<file path="src/rtl/kernel_nios2_oci_dct_packer_if.sv">
// Frame stream between the DCT packer and the downstream trace consumer:
// a 36-bit {cnt, payload} frame with a valid/ready handshake.
interface kernel_nios2_oci_dct_packer_if;
  logic        frame_valid;
  logic        frame_ready;
  logic [35:0] frame_data;

  modport master (
    output frame_valid,
    output frame_data,
    input  frame_ready
  );

  modport slave (
    input  frame_valid,
    input  frame_data,
    output frame_ready
  );
endinterface

</file>
<file path="src/rtl/kernel_nios2_oci_dct_packer.sv">
// OCI trace DCT packer: packs taken/not-taken codes into a 30-bit buffer and emits
// DCT/address frames through a small FIFO. Optional macro DCT_DROP_COUNT_EN adds drop_count.
module kernel_nios2_oci_dct_packer #(
  parameter int FIFO_DEPTH = 4,
  parameter int FIFO_AW    = 2
) (
  input  logic        clk,
  input  logic        reset,
  input  logic        trc_on,
  input  logic        dct_valid,
  input  logic        dct_taken,
  input  logic        indirect_valid,
  input  logic [31:0] indirect_addr,
  output logic [29:0] dct_buffer,
  output logic [3:0]  dct_count,
  output logic        overflow,
`ifdef DCT_DROP_COUNT_EN
  output logic [7:0]  drop_count,
`endif
  kernel_nios2_oci_dct_packer_if.master frame
);

  localparam int               FRAME_W = 36;
  localparam logic [FIFO_AW:0] DEPTH_L = (FIFO_AW+1)'(FIFO_DEPTH);

  function automatic logic [1:0] entry_code(input logic taken);
    return taken ? 2'b10 : 2'b01;
  endfunction

`ifdef DCT_DROP_COUNT_EN
  function automatic logic [7:0] sat_inc8(input logic [7:0] v);
    return (v == 8'hFF) ? v : v + 8'd1;
  endfunction
`endif

  logic [FRAME_W-1:0] mem [FIFO_DEPTH];
  logic [FIFO_AW-1:0] wr_ptr;
  logic [FIFO_AW-1:0] rd_ptr;
  logic [FIFO_AW:0]   occ;
  logic               trc_on_d;

  logic               app;
  logic [29:0]        buf_app;
  logic [3:0]         cnt_app;
  logic               trc_fall;
  logic               trc_rise;
  logic               dct_flush;
  logic               addr_push;
  logic [1:0]         n_need;
  logic               pop;
  logic [FIFO_AW:0]   free_slots;
  logic               fits;
  logic               drop;
  logic [1:0]         push_n;
  logic [FRAME_W-1:0] dct_frame;
  logic [FRAME_W-1:0] addr_frame;
  logic [FRAME_W-1:0] wr0_data;
  logic [FIFO_AW-1:0] wr_ptr_nx1;

  assign frame.frame_valid = (occ != '0);
  assign frame.frame_data  = frame.frame_valid ? mem[rd_ptr] : '0;

  // Event decode: append first, then decide which frames this cycle must push
  always_comb begin
    app        = trc_on & dct_valid;
    buf_app    = app ? {dct_buffer[27:0], entry_code(dct_taken)} : dct_buffer;
    cnt_app    = app ? dct_count + 4'd1 : dct_count;
    trc_fall   = ~trc_on & trc_on_d;
    trc_rise   = trc_on & ~trc_on_d;
    if (trc_on) begin
      dct_flush = ((cnt_app == 4'd15) | indirect_valid) & (cnt_app != 4'd0);
    end else begin
      dct_flush = trc_fall & (dct_count != 4'd0);
    end
    addr_push  = trc_on & indirect_valid;
    n_need     = 2'(dct_flush) + 2'(addr_push);
    pop        = frame.frame_valid & frame.frame_ready;
    // A pop in the same cycle frees a slot for the incoming frames
    free_slots = DEPTH_L - occ + (FIFO_AW+1)'(pop);
    fits       = (FIFO_AW+1)'(n_need) <= free_slots;
    drop       = (n_need != 2'd0) & ~fits;
    push_n     = fits ? n_need : 2'd0;
    dct_frame  = {cnt_app, 2'b00, buf_app};
    addr_frame = {4'h0, indirect_addr};
    // When both frames go out the DCT frame takes the first slot
    wr0_data   = dct_flush ? dct_frame : addr_frame;
    wr_ptr_nx1 = wr_ptr + FIFO_AW'(1);
  end

  // Frame storage: data only, no reset
  always_ff @(posedge clk) begin
    if (push_n != 2'd0) mem[wr_ptr]     <= wr0_data;
    if (push_n == 2'd2) mem[wr_ptr_nx1] <= addr_frame;
  end

  // Control state: packer buffer, FIFO pointers, trace-enable edge, sticky status
  always_ff @(posedge clk or posedge reset) begin
    if (reset) begin
      dct_buffer <= '0;
      dct_count  <= '0;
      wr_ptr     <= '0;
      rd_ptr     <= '0;
      occ        <= '0;
      trc_on_d   <= 1'b0;
      overflow   <= 1'b0;
    end else begin
      trc_on_d <= trc_on;
      if (dct_flush) begin
        dct_buffer <= '0;
        dct_count  <= '0;
      end else begin
        dct_buffer <= buf_app;
        dct_count  <= cnt_app;
      end
      wr_ptr   <= wr_ptr + FIFO_AW'(push_n);
      rd_ptr   <= rd_ptr + FIFO_AW'(pop);
      occ      <= occ + (FIFO_AW+1)'(push_n) - (FIFO_AW+1)'(pop);
      overflow <= (overflow & ~trc_rise) | drop;
    end
  end

`ifdef DCT_DROP_COUNT_EN
  logic [7:0] drop_base;
  assign drop_base = trc_rise ? 8'd0 : drop_count;

  always_ff @(posedge clk or posedge reset) begin
    if (reset) begin
      drop_count <= 8'd0;
    end else begin
      drop_count <= drop ? sat_inc8(drop_base) : drop_base;
    end
  end
`endif

endmodule
</file>
<file path="src/flat_wrapper.sv">
// flat-port wrapper written by rule: the top's interface ports become plain ports
module kernel_nios2_oci_dct_packer_flat 
#(
  parameter int FIFO_DEPTH = 4,
  parameter int FIFO_AW    = 2
)
  (clk, reset, trc_on, dct_valid, dct_taken, indirect_valid, indirect_addr, dct_buffer, dct_count, overflow, frame_frame_valid, frame_frame_data, frame_frame_ready);
  kernel_nios2_oci_dct_packer_if frame_i ();
  input  logic clk;
  input  logic reset;
  input  logic trc_on;
  input  logic dct_valid;
  input  logic dct_taken;
  input  logic indirect_valid;
  input  logic [31:0] indirect_addr;
  output logic [29:0] dct_buffer;
  output logic [3:0] dct_count;
  output logic overflow;
  output wire logic [$bits(frame_i.frame_valid)-1:0] frame_frame_valid;
  output wire logic [$bits(frame_i.frame_data)-1:0] frame_frame_data;
  input wire logic [$bits(frame_i.frame_ready)-1:0] frame_frame_ready;
  assign frame_frame_valid = frame_i.frame_valid;
  assign frame_frame_data = frame_i.frame_data;
  assign frame_i.frame_ready = frame_frame_ready;
  kernel_nios2_oci_dct_packer #(.FIFO_DEPTH(FIFO_DEPTH), .FIFO_AW(FIFO_AW)) u_core (.clk(clk), .reset(reset), .trc_on(trc_on), .dct_valid(dct_valid), .dct_taken(dct_taken), .indirect_valid(indirect_valid), .indirect_addr(indirect_addr), .dct_buffer(dct_buffer), .dct_count(dct_count), .overflow(overflow), .frame(frame_i));
endmodule
</file>
<file path="config.mk">
export PLATFORM = sky130hd
export DESIGN_NAME = kernel_nios2_oci_dct_packer_flat
export DESIGN_NICKNAME = d
export VERILOG_FILES = /design/src/rtl/kernel_nios2_oci_dct_packer_if.sv /design/src/rtl/kernel_nios2_oci_dct_packer.sv /design/src/flat_wrapper.sv
export SDC_FILE = /design/constraint.sdc
export NUM_CORES = 1
export LEC_CHECK = 0
export CORE_UTILIZATION = 50
export CTS_CLUSTER_DIAMETER = 150
export CTS_CLUSTER_SIZE = 28
export DETAILED_ROUTE_END_ITERATION = 8
export GPL_ROUTABILITY_DRIVEN = 1
export HOLD_SLACK_MARGIN = 0.12
export PLACE_DENSITY = 0.78
export SLEW_MARGIN = 20
export SYNTH_ARGS = -nofsm -noshare
export SYNTH_HDL_FRONTEND = slang
export SYNTH_SLANG_ARGS = --single-unit
</file>
<file path="constraint.sdc">
create_clock -name clk -period 7.7 [get_ports clk]
set_clock_uncertainty 0.2 [all_clocks]
set_input_delay 1.54 -clock clk [delete_from_list [all_inputs] [get_ports clk]]
set_output_delay 1.54 -clock clk [all_outputs]
set_load 0.05 [all_outputs]
</file>
==> qor.yml <==
outcome: "finished clean"
n_antenna_cell: 0
dr.pass1.iters: 5
cts_made_buffers: 17
combPwrFrac_pct: 48.7
power.density_nw_per_um2: 426.3
syn_avg_cell_area_sq_um: 14.21
synth_warnings: 0
clockRootBuffer: "clkbuf_16"
viasPerCell: 6.270
clock.fmax_mhz: 162.4
dieArea_sq_um: 18440
cp.required_ps: 7630
cts_resized: 0
nets: 783
ys_seq_area_share_pct: 58.53
switching_share_pct: 41.22
final_area_sq_um: 10840
drive_gt1_share_pct: 13.06
holdPathEnd: "u_core.mem[2][34]$_SDFFE_PP0N_"
vias: 6069
whs_ps: 269.2
p_switching_w: 0.001905
totalWireLength_microns: 22370
crit_path_end_kind: "flop"
rows: 48
synth_nets: 683
clock_power_share_pct: 18.0
use_met3_pct: 5.257
rsz0062_at_grt: "false"
area_delta_synth_final_pct: 21.12
wl_per_cell_microns: 23.11
clock_latency_ps: 430
tritoncts: "yes"
die_h_microns: 135.8
r2r_cells: 13
gr-max-usage-layer: "met2"
initial_core_util_pct: 51.40
finalHoldViolCount: 0
final.fill_count: 1306
drt_iter0_drc: 550
grt_use_met2_pct: 42.80
hpwl_microns: 13850
grt_use_total_pct: 25.64
p_leak_nw: 3.795
fin_crit_sh_pct: 79.97
cp_max_fo: 21
ant_nets: 0
final_common_cell: "o2bb2ai_1"
postPlaceCellArea_sq_um: 10280
max_cap_violations: 0
synthesis.area_sq_um: 8952
finalWeightedCongestion: 0.8983
grt_overflow: 0
p_seq_share_pct: 33.4
r2r_start: "u_core.dct_count[0]$_DFF_PP0_"
die_w_microns: 135.8
ys_seq_elements: 187
grt_pass1_wl_microns: 34600
core_region_area_sq_um: 17420
report.final.slew_viol_count: 0
io_buffer_count: 110
clkSlewWorstSetupHoldPaths_ps: 60
synthCells: 630
cts_sinks: 187
vdd_ir_drop_max_v: 0.0002527
timing.rr.end: "u_core.mem[2][31]$_DFFE_PP_"
synth_cell_type_count: 42
fin_cells: 968
post-route-min-period_ps: 6158
criticalPathCategory: "in -> reg"
post-route-util_pct: 62.26
cts_max_level: 4
clk_path_buf_depth: 2
use_met1_pct: 33.56
start_kind: "input port"
first_global_vias: 6219
min_path_cells: 1
multi_input_area_sq_um: 3417
ctsHoldBuffers: 0
grt_max_degree: 44
min_path_type: "reg -> reg"
internal_power_w: 0.002716
critical_path_arrival_ps: 6090
finalSetupViolations: 0
drcViolationCount: 0
worst_pin_slew_ps: 1098
placedCellCount: 936
r2r_setup_slack_ps: 2380
ios: 111
final_cell_mix: "132 x o2bb2ai_1, 128 x edfxtp_1, 110 x clkdlybuf4s50_1"
min-delay-start: "u_core.mem[2][34]$_SDFFE_PP0N_"
regArea_sq_um: 5241
grt_antenna_before_repair: 0
setup-tns-final_ps: 0
cts_setup_buffers: 0
slew_headroom_pct: 26.81
[sequential cells by signal, indices dropped and copies added, names as in the netlist]
register and cells:
u_core.dct_buffer 30, u_core.dct_count 4, u_core.mem 144, u_core.occ 3
u_core.overflow 1, u_core.rd_ptr 2, u_core.trc_on_d 1, u_core.wr_ptr 2
[synth_stat cells (all sizes together)]
library cell | number | area, sq um
o2bb2ai | 132 | 1156
and4b | 1 | 10.01
ha | 13 | 162.7
a311oi | 2 | 23.77
nand2 | 10 | 37.54
o22ai | 1 | 6.260
xnor2 | 4 | 35.03
dfxtp | 16 | 320.3
nand2b | 3 | 18.77
inv | 20 | 75.07
nand4bb | 1 | 11.26
dfrtp | 43 | 1076
a21boi | 3 | 22.52
a21oi | 1 | 5.000
nand4 | 2 | 12.51
nor2 | 43 | 161.4
or3 | 2 | 12.51
mux4 | 36 | 810.8
o311ai | 1 | 16.27
nor3 | 5 | 25.02
edfxtp | 128 | 3844
and2 | 47 | 294.0
xor2 | 6 | 52.55
a31oi | 2 | 12.51
or2 | 1 | 6.260
o21ai | 12 | 93.84
clkbuf | 14 | 52.55
nor2b | 1 | 6.260
fa | 1 | 20.02
a22o | 4 | 35.03
mux2i | 29 | 290.3
mux2 | 1 | 11.26
o41ai | 1 | 8.760
o211ai | 1 | 7.510
nand3 | 8 | 40.04
buf | 34 | 168.9
o211a | 1 | 10.01
[layer usage]
layer / part of all wire, % / up-vias
met5: 0 / -
met4: 1.8 / 0
met3: 7.4 / 31
met2: 49 / 297
met1: 41 / 3063
li1: - / 2678
[worst max-delay path by stage]
stage,from,end,slack [ps]
2_1_floorplan,dct_valid,u_core.mem[0][0]$_DFFE_PP_,2260
3_3_place_gp,dct_valid,u_core.mem[3][26]$_DFFE_PP_,1280
3_5_place_dp,dct_valid,u_core.mem[2][25]$_DFFE_PP_,1120
4_1_cts,dct_valid,u_core.mem[2][31]$_DFFE_PP_,1550
5_1_grt,dct_valid,u_core.mem[3][22]$_DFFE_PP_,1170
6_report,dct_valid,u_core.mem[2][31]$_DFFE_PP_,1540
[layout make-up]
class	instances	share of cell area (%)
sequential	187	48.34
multi-input combinational	375	31.51
timing repair buffer	129	11.70
clock buffer	27	4.835
tap	225	2.596
inverter	20	0.7039
clock inverter	5	0.3116
[power groups by stage]
stage	clock network (W)	registers (W)	logic, W
after floorplan	0	0.00155	0.00154
after global placement	0	0.00154	0.00222
after detailed placement	0	0.00156	0.00225
after CTS	0.000831	0.00154	0.00226
after global routing	0.000877	0.00157	0.00239
final	0.000830	0.00154	0.00225
[critical path, cell delays in order]
cell and delay (ps):
clkdlybuf4s50_1 500, and4b_1 300, a311oi_1 70, nor2_1 380, or2_1 630, ha_1 450
ha_1 300, nor2b_1 150, o211ai_1 520, nand3_1 220, a21boi_1 240, inv_1 520
buf_12 260
[through the flow]
stage	worst slack [ps]	total power (W)
finish	1542	0.004622
global route	1170	0.004831
CTS	1550	0.004635
floorplan	2256	0.003088
global placement	1276	0.003760
detailed placement	1119	0.003810
[cell families after synthesis]
logic type | after synthesis | share of synthesized area (%)
buf+inv | 68 | 3.312
flops | 187 | 58.53
fa+ha+maj | 14 | 2.041
mux | 66 | 12.42
compound gates | 161 | 15.61
simple gates | 124 | 7.100
xor+xnor | 10 | 0.9783
Note: power is estimated with default switching activity, not from simulation.
